File: src/rtl/checkpoint_scan_ctrl.sv
// Checkpoint engine: halts the emulated clock and streams the FF then memory scan chains
// out (save) or in (load), one word per shift-enable pulse.
module checkpoint_scan_ctrl #(
    parameter int unsigned LOAD_WIDTH = 64,
    parameter int unsigned FF_WORDS   = 16,
    parameter int unsigned MEM_WORDS  = 32
) (
    input  logic                  clk,
    input  logic                  rst_n,
    input  logic                  start,
    input  logic                  mode,
    output logic                  busy,
    output logic                  done,
    output logic                  halt_req,
    input  logic                  halted,
    output logic                  ff_se,
    output logic [LOAD_WIDTH-1:0] ff_di,
    input  logic [LOAD_WIDTH-1:0] ff_do,
    output logic                  mem_se,
    output logic [LOAD_WIDTH-1:0] mem_di,
    input  logic [LOAD_WIDTH-1:0] mem_do,
    output logic                  out_valid,
    input  logic                  out_ready,
    output logic [LOAD_WIDTH-1:0] out_data,
    output logic                  out_last,
    input  logic                  in_valid,
    output logic                  in_ready,
    input  logic [LOAD_WIDTH-1:0] in_data
);

    localparam int unsigned MaxWords = (FF_WORDS > MEM_WORDS) ? FF_WORDS : MEM_WORDS;
    localparam int unsigned CntW     = (MaxWords > 1) ? $clog2(MaxWords) : 1;
    localparam logic [CntW-1:0] FfLast  = CntW'(FF_WORDS - 1);
    localparam logic [CntW-1:0] MemLast = CntW'((MEM_WORDS == 0) ? 0 : MEM_WORDS - 1);
    localparam bit NoMem = (MEM_WORDS == 0);

    typedef enum logic [2:0] {
        StIdle, StHalt, StFf, StMem, StFlush, StResume, StDone
    } state_e;

    state_e                state_q, state_d;
    logic                  mode_q, mode_d;
    logic [CntW-1:0]       cnt_q, cnt_d;
    logic                  busy_q, busy_d;
    logic                  done_q, done_d;
    logic                  halt_req_q, halt_req_d;
    logic                  out_valid_q, out_valid_d;
    logic                  out_last_q, out_last_d;
    logic [LOAD_WIDTH-1:0] out_data_q, out_data_d;

    logic                  in_ff;
    logic                  shift;
    logic                  chain_last;
    logic                  img_last;
    logic                  take;
    logic [LOAD_WIDTH-1:0] head;

    always_comb begin
        state_d     = state_q;
        mode_d      = mode_q;
        cnt_d       = cnt_q;
        out_valid_d = out_valid_q;
        out_last_d  = out_last_q;
        out_data_d  = out_data_q;
        ff_se       = 1'b0;
        mem_se      = 1'b0;
        ff_di       = '0;
        mem_di      = '0;
        in_ready    = 1'b0;
        in_ff       = (state_q == StFf);
        shift       = 1'b0;
        chain_last  = in_ff ? (cnt_q == FfLast) : (cnt_q == MemLast);
        img_last    = in_ff ? (NoMem && chain_last) : chain_last;
        head        = in_ff ? ff_do : mem_do;
        take        = out_valid_q && out_ready;

        // A drained word empties the buffer unless a fresh shift refills it below.
        if (take) begin
            out_valid_d = 1'b0;
            out_last_d  = 1'b0;
        end

        unique case (state_q)
            StIdle: begin
                if (start) begin
                    mode_d  = mode;
                    cnt_d   = '0;
                    state_d = StHalt;
                end
            end
            StHalt: begin
                if (halted) begin
                    state_d = StFf;
                end
            end
            StFf, StMem: begin
                if (mode_q) begin
                    in_ready = 1'b1;
                    shift    = in_valid;
                end else begin
                    shift    = !out_valid_q || out_ready;
                end
                if (shift) begin
                    if (in_ff) begin
                        ff_se = 1'b1;
                        ff_di = mode_q ? in_data : '0;
                    end else begin
                        mem_se = 1'b1;
                        mem_di = mode_q ? in_data : '0;
                    end
                    if (!mode_q) begin
                        out_valid_d = 1'b1;
                        out_data_d  = head;
                        out_last_d  = img_last;
                    end
                    if (chain_last) begin
                        cnt_d = '0;
                        if (in_ff && !NoMem) begin
                            state_d = StMem;
                        end else begin
                            state_d = mode_q ? StResume : StFlush;
                        end
                    end else begin
                        cnt_d = cnt_q + 1'b1;
                    end
                end
            end
            StFlush: begin
                if (take) begin
                    state_d = StResume;
                end
            end
            StResume: begin
                if (!halted) begin
                    state_d = StDone;
                end
            end
            StDone: begin
                state_d = StIdle;
            end
            default: begin
                state_d = StIdle;
            end
        endcase

        halt_req_d = (state_d == StHalt) || (state_d == StFf) ||
                     (state_d == StMem) || (state_d == StFlush);
        busy_d     = (state_d != StIdle);
        done_d     = (state_d == StDone);
    end

    always_ff @(posedge clk or negedge rst_n) begin
        if (!rst_n) begin
            state_q     <= StIdle;
            mode_q      <= 1'b0;
            cnt_q       <= '0;
            busy_q      <= 1'b0;
            done_q      <= 1'b0;
            halt_req_q  <= 1'b0;
            out_valid_q <= 1'b0;
            out_last_q  <= 1'b0;
            out_data_q  <= '0;
        end else begin
            state_q     <= state_d;
            mode_q      <= mode_d;
            cnt_q       <= cnt_d;
            busy_q      <= busy_d;
            done_q      <= done_d;
            halt_req_q  <= halt_req_d;
            out_valid_q <= out_valid_d;
            out_last_q  <= out_last_d;
            out_data_q  <= out_data_d;
        end
    end

    assign busy      = busy_q;
    assign done      = done_q;
    assign halt_req  = halt_req_q;
    assign out_valid = out_valid_q;
    assign out_last  = out_last_q;
    assign out_data  = out_data_q;

endmodule
File: config.mk
export PLATFORM = sky130hd
export DESIGN_NAME = checkpoint_scan_ctrl
export DESIGN_NICKNAME = d
export VERILOG_FILES = /design/src/rtl/checkpoint_scan_ctrl.sv
export SDC_FILE = /design/constraint.sdc
export NUM_CORES = 1
export LEC_CHECK = 0
export BUFFER_PORTS_ARGS = -buffer_cell sky130_fd_sc_hd__clkbuf_2
export CORE_AREA = 3 3 154 156
export CTS_CLUSTER_SIZE = 25
export DETAILED_ROUTE_END_ITERATION = 10
export DIE_AREA = 0 0 157 159
export PLACE_DENSITY = 0.58
export RECOVER_POWER = 100
export SETUP_SLACK_MARGIN = 0.4
export SYNTH_ARGS = -nofsm -noshare
export SYNTH_HDL_FRONTEND = slang
export SYNTH_SLANG_ARGS = --single-unit
export TNS_END_PERCENT = 20
File: constraint.sdc
create_clock -name clk -period 3.25 [get_ports clk]
set_input_delay 0.1625 -clock clk [delete_from_list [all_inputs] [get_ports clk]]
set_output_delay 0.1625 -clock clk [all_outputs]
set_load 0.02 [all_outputs]
==> flow_summary.yaml, run 1 <==
power:
  power_density_mw_per_mm2: 855
  p_total_uw: 5820
  vdd_ir_drop_max_mv: 0.308
  p_leak_uw: 0.00353
global_route:
  grt_overflow: 0
  grt_start_max_net_pins: 79
  grt_pass1_vias: 5098
  grtUsageTotal_pct: 14.3
  grt_pass1_wl_um: 27700
  antenna_found_initial: 0
timing:
  setup_tns_ns: 0
  hold_ws_ns: 0.0911
  rsz0062_at_grt: "no"
  final.min_clock_period_ns: 2.81
  final.period_utilization_pct: 86.5
  relSlewSlack_pct: -29.4
  hold_viol: 0
  fmax_mhz: 356
  tightest_slew_ns: 1.94
  skew_ns: 0.00970
  drv_slew: 79
  setup_viol: 0
drt:
  wirelength_um: 18800
  wl_met3_um: 1390
  wire_per_inst_um: 15.3
  vias_per_cell: 4.24
  antenna_left: 0
  drt_pass1_iterations: 4
  drtIter0Drc: 201
  top_layer: "met4"
  wl_met2_um: 9600
  remaining_drc_errors: 0
  wl_met1_um: 7360
  num_vias: 5236
place:
  io_buffers: 398
  hpwl_um: 15600
  globalplace.congestion: 0.911
  dpl_cell_area_mm2: 0.00673
critical_path:
  cp.required_ns: 3.09
  cp.arrival_ns: 2.65
  critical_path_class: "reg2out"
  cp-start-kind: "flop"
  crit_family: "buffers and inverters"
  critPathBufInv: 2
  cp-end-kind: "primary output"
  slowest_delay_ns: 0.94
  critPathSlowestCell: "clkbuf_2"
  cp_cell_sequence: "clkbuf_2 -> nand2_1 -> nor2_1 -> clkbuf_1"
  cp_max_fo: 70
cells_and_area:
  n_antenna_cell: 0
  drive_gt1_share_pct: 25.7
  final_common_cell: "clkbuf_2"
  area_delta_synth_final_pct: 51.7
  most-common-layout-cells: "218 x clkbuf_2, 183 x clkbuf_1, 135 x nand2_1"
  nets: 1145
  fin_area_mm2: 0.00681
  finish.utilization_pct: 30.3
floorplanning:
  die_area_mm2: 0.0250
  die_h_um: 159
  rows: 55
  fp.dieW_um: 157
  io_pins: 399
  core_area_mm2: 0.0225
  start_util_pct: 20.0
synthesis:
  synthCells: 574
  yosysWarningCount: 0
  ys_types: 38
  syn_area_mm2: 0.00449
  synthTopCellsByArea: "dfrtp_1 43%, mux2i_1 14%, nand2_1 11%"
  synthDominantCellAreaShare_pct: 43.5
  ys_ff_latch: 78
  synth_fp_nets: 774
  synth_edf_count: 0
  synth_ff_type: "dfrtp_1"
  yosysTopAreaCell: "dfrtp_1"
  yosysSeqAreaShare_pct: 43.5
  synth.avg_cell_area_um2: 7.83
  synth-async-reset-ratio_pct: 100
cts:
  post_cts_buffers: 0
  clockBufferDepth: 2
  clkLatencyLatePin_ns: 0.33
  cts_root_buffer: "clkbuf_16"
  hold_buffers: 0
  clk_pin_slew_ns: 0.06
  cts_tree: "done"
  numCtsBuffers: 9
  cts.sinks: 78
  cts.htree.levels: 3
run:
  drv_cap: 1
min_path:
  hp-class: "in2reg"
run_status:
  violations: "max-capacitance violations, max-slew violations"
  status: "finished with violations"
## logic make-up (layout without fill, tap and decap cells)
kind of cell               after synthesis  in the layout  synth area share, %
buffers and inverters                   50            425                 5.15
DFF                                     78             78                 43.5
muxes                                   65             65                 14.5
and+or+nand+nor                        294            294                 26.0
adders and majority gates                1              1                0.279
AOI/OAI and AO/OA                       84             84                 10.2
xor gates and xnor gates                 2              2                0.390
## synth_stat cells (2+ instances only)
| cell type | number |
|---|---|
| nor3b_1 | 2 |
| nand2b_1 | 5 |
| o21ai_0 | 67 |
| o211ai_1 | 2 |
| nand4_1 | 2 |
| a21oi_1 | 2 |
| dfrtp_1 | 78 |
| mux2i_1 | 64 |
| or3_1 | 4 |
| nand2_1 | 137 |
| nor2b_1 | 2 |
| nor3_1 | 2 |
| a31oi_1 | 2 |
| inv_1 | 5 |
| buf_4 | 4 |
| clkbuf_1 | 22 |
| o21ai_1 | 3 |
| nor2_1 | 134 |
| buf_2 | 17 |
| nand3_1 | 2 |
## flip-flops by register name (all words and copies together) (netlist names)
name,count
out_data,64
out_last,1
done,1
cnt_q,5
halt_req,1
state_q,3
out_valid,1
busy,1
mode_q,1
## final timing paths
kind,cells after the start,endpoint,start,slack [ns]
min,2,mode_q$_DFFE_PN0P_,mode,0.09
min reg2reg,2,out_data[54]$_DFFE_PN0P_,out_data[54]$_DFFE_PN0P_,0.47
max reg2reg,5,out_data[39]$_DFFE_PN0P_,state_q[1]$_DFF_PN0_,0.76
max in group asynchronous,1,mode_q$_DFFE_PN0P_,rst_n,1.61
max,4,mem_di[63],mode_q$_DFFE_PN0P_,0.44
min in group asynchronous,1,out_data[31]$_DFFE_PN0P_,rst_n,0.38
## per-layer routing
layer  vias to the layer above  GRT usage, %
met5                         -             0
met2                       273          26.4
met4                         0          5.17
met1                      2321          15.9
li1                       2620             -
met3                        22          3.04
## metrics by stage
| stage | std cells | setup WS (ns) |
|---|---|---|
| global route | 1234 | 0.306 |
| global placement | 1219 | 0.912 |
| floorplan | 574 | 1.38 |
| finish | 1234 | 0.439 |
| CTS | 1234 | 0.439 |
| detailed placement | 1219 | 0.821 |
## power breakdown
| part | switching (uW) | internal (uW) |
|---|---|---|
| clock network | 391 | 750 |
| logic | 2180 | 830 |
| registers | 262 | 1410 |
| total | 2830 | 2990 |
## layout make-up
cell class	count	area [um2]
flip-flops and latches	78	1950
multi-input cells	446	2320
clock inverters	5	108
well taps	285	357
clock buffers	10	229
inverters	5	18.8
fillers	2528	15700
repair buffers	405	1820
## timing repair
item / 4_1_cts / 5_1_grt
hold endpoints to repair: 0 / 0
resized for setup: 0 / 2
setup endpoints to repair: 0 / 36
Note: power is estimated with default switching activity, not from simulation.
==> run 2: changes to the inputs <==
--- a/config.mk
+++ b/config.mk
@@ -6,11 +6,12 @@
 export NUM_CORES = 1
 export LEC_CHECK = 0
 export BUFFER_PORTS_ARGS = -buffer_cell sky130_fd_sc_hd__clkbuf_2
-export CORE_AREA = 3 3 154 156
+export CORE_AREA = 10 10 148 150
+export CTS_CLUSTER_DIAMETER = 100
 export CTS_CLUSTER_SIZE = 25
 export DETAILED_ROUTE_END_ITERATION = 10
-export DIE_AREA = 0 0 157 159
-export PLACE_DENSITY = 0.58
+export DIE_AREA = 0 0 158 160
+export PLACE_DENSITY = 0.65
 export RECOVER_POWER = 100
 export SETUP_SLACK_MARGIN = 0.4
 export SYNTH_ARGS = -nofsm -noshare
==> flow_summary.yaml, run 2 (synthesis results as in run 1) <==
run_status:
  status: "finished with violations"
  violations: "max-capacitance violations, max-slew violations"
global_route:
  grt_start_max_net_pins: 70
  antenna_found_initial: 0
  grtUsageTotal_pct: 15.3
  grt_pass1_wl_um: 30700
  grt_pass1_vias: 5430
  grt_overflow: 0
critical_path:
  critical_path_class: "reg2out"
  cp_cell_sequence: "clkbuf_2 -> nand2_1 -> nor2_1 -> clkbuf_1"
  critPathSlowestCell: "clkbuf_2"
  regToRegEndpoint: "out_data[54]$_DFFE_PN0P_"
  cp-end-kind: "primary output"
  slowest_delay_ns: 0.90
  cp-start-kind: "flop"
  timing.rr.start: "state_q[1]$_DFF_PN0_"
  rr_worst_depth: 4
  cp_max_fo: 69
  crit_family: "buffers and inverters"
  cp.arrival_ns: 2.57
  cp.required_ns: 3.09
  critPathBufInv: 2
  r2r_slack_ns: 0.71
cells_and_area:
  area_delta_synth_final_pct: 49.7
  n_antenna_cell: 0
  most-common-layout-cells: "202 x clkbuf_2, 199 x clkbuf_1, 135 x nand2_1"
  nets: 1146
  drive_gt1_share_pct: 24.1
  largest_reg_flops: 64
  fin_area_mm2: 0.00672
  final_common_cell: "clkbuf_2"
floorplanning:
  core_area_mm2: 0.0191
  io_pins: 399
  die_area_mm2: 0.0253
  die_h_um: 160
  fp.dieW_um: 158
  rows: 51
  start_util_pct: 23.5
timing:
  fmax_mhz: 366
  hold_viol: 0
  relSlewSlack_pct: -4.97
  setup_tns_ns: 0
  setup_viol: 0
  skew_ns: 0.0137
  rsz0062_at_grt: "no"
  tightest_slew_ns: 1.57
  final.min_clock_period_ns: 2.73
  final.period_utilization_pct: 84.0
  drv_slew: 64
run:
  drv_cap: 1
power:
  combPwrFrac_pct: 53.4
  p_sw_share_pct: 50.3
  p_leak_uw: 0.00347
  intPower_uw: 2850
  power.switching_uw: 2880
  clkPwrFrac_pct: 17.6
  p_seq_share_pct: 29.0
  power_density_mw_per_mm2: 852
  vdd_ir_drop_max_mv: 0.240
min_path:
  whs_path_depth: 2
  worstHoldStart: "mode"
  holdPathEnd: "mode_q$_DFFE_PN0P_"
  hp-class: "in2reg"
place:
  globalplace.congestion: 0.889
  io_buffers: 398
  dpl_cell_area_mm2: 0.00667
  hpwl_um: 17900
cts:
  clkLatencyLatePin_ns: 0.33
  cts_root_buffer: "clkbuf_16"
  numCtsBuffers: 9
  clockBufferDepth: 2
  cts.htree.levels: 3
  cts.sinks: 78
  post_cts_buffers: 0
  clk_pin_slew_ns: 0.07
  cts_tree: "done"
drt:
  wire_per_inst_um: 17.7
  drt_pass1_iterations: 4
  antenna_left: 0
  vias_per_cell: 4.44
  drtIter0Drc: 238
  wirelength_um: 21000
  num_vias: 5285
  remaining_drc_errors: 0
-- run 2: power groups by stage --
stage                     logic, uW  registers [uW]  clock network (uW)
after floorplan                1550            2150                   0
after global placement         3250            1660                   0
after detailed placement       3260            1680                   0
after CTS                      3260            1670                1050
after global routing           3370            1730                1090
final                          3060            1660                1010
-- run 2: worst max path at each step --
stage	cells after the start	end	slack, ns	startpoint
after floorplan	6	mem_di[24]	1.38	out_valid$_DFF_PN0_
after global placement	6	mem_di[35]	1.02	state_q[1]$_DFF_PN0_
after detailed placement	6	mem_di[62]	0.94	state_q[1]$_DFF_PN0_
after CTS	6	mem_di[62]	0.56	state_q[1]$_DFF_PN0_
after global routing	4	mem_di[58]	0.29	mode_q$_DFFE_PN0P_
final	4	ff_di[20]	0.52	mode_q$_DFFE_PN0P_
-- run 2: repair_timing --
action,4_1_cts,5_1_grt
endpoints found under the hold margin,62,0
hold buffers,1,0
resized for setup,0,2
endpoints found under the setup margin,0,43
-- run 2: cell type report --
class / instances / area [um2]
clock inverters: 5 / 58.8
well taps: 238 / 298
inverters: 5 / 18.8
repair buffers: 406 / 1830
fillers: 2138 / 12400
flip-flops and latches: 78 / 1950
clock buffers: 11 / 243
multi-input cells: 446 / 2330
-- run 2: routing by layer --
| metal | track usage, % | vias to the layer above | share of wire (%) |
|---|---|---|---|
| met5 | 0 | - | 0 |
| met4 | 7.12 | 0 | 4.2 |
| met3 | 6.31 | 37 | 12 |
| met2 | 25.6 | 318 | 46 |
| met1 | 16.3 | 2305 | 37 |
| li1 | - | 2625 | - |
-- run 2: through the flow --
stage / setup slack (ns) / instances / util (%) / hold slack [ns] / total power [uW]
final: 0.518 / 1189 / 35.2 / 0.0863 / 5730
after global routing: 0.288 / 1189 / 35.2 / 0.0730 / 6190
after CTS: 0.557 / 1189 / 36.6 / 0.0726 / 5980
after detailed placement: 0.942 / 1172 / 34.9 / 0.296 / 4950
after global placement: 1.02 / 1172 / 34.9 / 0.301 / 4910
after floorplan: 1.38 / 574 / - / -0.133 / 3700
==> run 3: changes to the inputs <==
--- a/config.mk
+++ b/config.mk
@@ -6,12 +6,12 @@
 export NUM_CORES = 1
 export LEC_CHECK = 0
 export BUFFER_PORTS_ARGS = -buffer_cell sky130_fd_sc_hd__clkbuf_2
-export CORE_AREA = 10 10 148 150
+export CORE_AREA = 10 10 147 149
 export CTS_CLUSTER_DIAMETER = 100
 export CTS_CLUSTER_SIZE = 25
 export DETAILED_ROUTE_END_ITERATION = 10
-export DIE_AREA = 0 0 158 160
-export PLACE_DENSITY = 0.65
+export DIE_AREA = 0 0 157 159
+export PLACE_DENSITY = 0.68
 export RECOVER_POWER = 100
 export SETUP_SLACK_MARGIN = 0.4
 export SYNTH_ARGS = -nofsm -noshare
==> constraint.sdc (replaced) <==
create_clock -name clk -period 2.5 [get_ports clk]
set_input_delay 0.125 -clock clk [delete_from_list [all_inputs] [get_ports clk]]
set_output_delay 0.125 -clock clk [all_outputs]
set_load 0.02 [all_outputs]
==> flow_summary.yaml, run 3 (synthesis results as in run 1) <==
run_status:
  status: "completed"
cells_and_area:
  most-common-layout-cells: "228 x clkbuf_2, 173 x clkbuf_1, 135 x nand2_1"
  fill_cells: 2012
  largest_reg_flops: 64
  drive_gt1_share_pct: 27.6
  area_delta_synth_final_pct: 54.2
  final_common_cell: "clkbuf_2"
  nets: 1151
power:
  power_density_mw_per_mm2: 1110
  intPower_uw: 3960
  power.switching_uw: 3740
  clkPwrFrac_pct: 19.1
  vdd_ir_drop_max_mv: 0.459
  p_leak_uw: 0.00364
  p_total_uw: 7700
  combPwrFrac_pct: 52.6
  p_sw_share_pct: 48.6
  p_seq_share_pct: 28.3
place:
  globalplace.congestion: 0.856
  hpwl_um: 17500
  dp_slack_ns: 0.526
  io_buffers: 398
cts:
  cts.htree.levels: 3
  clockBufferDepth: 2
  clkLatencyLatePin_ns: 0.33
  cts.sinks: 78
  cts_root_buffer: "clkbuf_16"
  cts_tree: "done"
  clk_pin_slew_ns: 0.06
  numCtsBuffers: 9
min_path:
  worstHoldStart: "mode"
  hp-class: "in2reg"
floorplanning:
  die_area_mm2: 0.0250
  start_util_pct: 24.2
  die_h_um: 159
  core_area_mm2: 0.0186
  fp.dieW_um: 157
  rows: 50
  io_pins: 399
critical_path:
  cp_cell_sequence: "nand2b_1 -> nor3_4 -> nand2_4 -> buf_12 -> nor2_1 -> clkbuf_1"
  worstSetupStartpoint: "state_q[2]$_DFF_PN0_"
  critical_path_class: "reg2out"
  critPathSlowestCell: "dfrtp_1"
  cp.arrival_ns: 2.12
  cp_max_fo: 34
  cp.required_ns: 2.38
  cp-start-kind: "flop"
  cp-end-kind: "primary output"
  slowest_delay_ns: 0.43
  timing.rr.start: "state_q[2]$_DFF_PN0_"
timing:
  hold_viol: 0
  setup_viol: 0
  relSlewSlack_pct: 28.6
  hold_ws_ns: 0.0301
  final.period_utilization_pct: 89.9
  drv_slew: 0
  rsz0062_at_grt: "yes"
  fmax_mhz: 445
  final.min_clock_period_ns: 2.25
  finalWorstSetupSlack_ns: 0.253
  setup_tns_ns: 0
  tightest_slew_ns: 1.07
  skew_ns: 0.00593
drt:
  drtIter0Drc: 219
  num_vias: 5269
  wire_per_inst_um: 17.6
  wirelength_um: 21000
  drt_pass1_iterations: 4
  remaining_drc_errors: 0
  antenna_left: 0
  vias_per_cell: 4.42
global_route:
  grt_pass1_wl_um: 31000
  grt_start_max_net_pins: 74
  grt_overflow: 0
  antenna_found_initial: 1
  grtUsageTotal_pct: 15.8
  grt_pass1_vias: 5528
run:
  drv_cap: 0
run 3: power groups by stage:
stage / combinational (uW) / clock [uW] / sequential [uW]
2_1_floorplan: 2020 / 0 / 2790
3_3_place_gp: 4220 / 0 / 2160
3_5_place_dp: 4250 / 0 / 2200
4_1_cts: 4310 / 1520 / 2180
5_1_grt: 4470 / 1590 / 2260
6_report: 4050 / 1480 / 2180
run 3: what timing repair did:
action,4_1_cts,5_1_grt
hold buffers,1,0
resized for setup,8,7
cloned,1,1
buffers inserted,1,0
endpoints found under the hold margin,40,0
pin swaps,1,0
endpoints found under the setup margin,73,58
run 3: stage by stage:
stage | area, um2 | std cells | utilization (%)
2_1_floorplan | 4490 | 574 | -
3_3_place_gp | 6720 | 1170 | 36.1
3_5_place_dp | 6720 | 1170 | 36.1
4_1_cts | 7140 | 1189 | 38.4
5_1_grt | 6920 | 1190 | 37.2
6_report | 6930 | 1192 | 37.3
run 3: cell type report:
| class | instances | area (um2) | area share [%] |
|---|---|---|---|
| inverter | 5 | 18.8 | 0.271 |
| timing repair buffer | 411 | 1960 | 28.4 |
| clock inverter | 5 | 106 | 1.54 |
| clock buffer | 11 | 233 | 3.36 |
| sequential | 78 | 1950 | 28.2 |
| tap | 234 | 293 | 4.23 |
| antenna | 2 | 5.00 | 0.0723 |
| multi-input combinational | 446 | 2350 | 33.9 |
run 3: metal layers:
layer,part of all wire [%],GRT usage (%),routed length [um]
met5,0,0,0
met1,35,14.9,7440
met3,11,6.77,2380
met2,50,28.9,10600
met4,3.0,6.70,639
run 3: final timing paths:
| path | endpoint | slack, ns | cells after the start |
|---|---|---|---|
| max in group asynchronous | out_data[19]$_DFFE_PN0P_ | 0.75 | 3 |
| worst max-delay path | mem_di[46] | 0.25 | 6 |
| worst min-delay path | mode_q$_DFFE_PN0P_ | 0.03 | 2 |
| worst max register to register | halt_req$_DFF_PN0_ | 0.52 | 6 |
| worst min register to register | out_data[29]$_DFFE_PN0P_ | 0.48 | 2 |
| min in group asynchronous | out_data[28]$_DFFE_PN0P_ | 0.54 | 2 |
run 3: critical path: cells and delay by family (launching register included):
family / cells / cell delay (ns)
buffers and inverters: 2 / 0.49
DFF: 1 / 0.43
and+or+nand+nor: 4 / 0.85
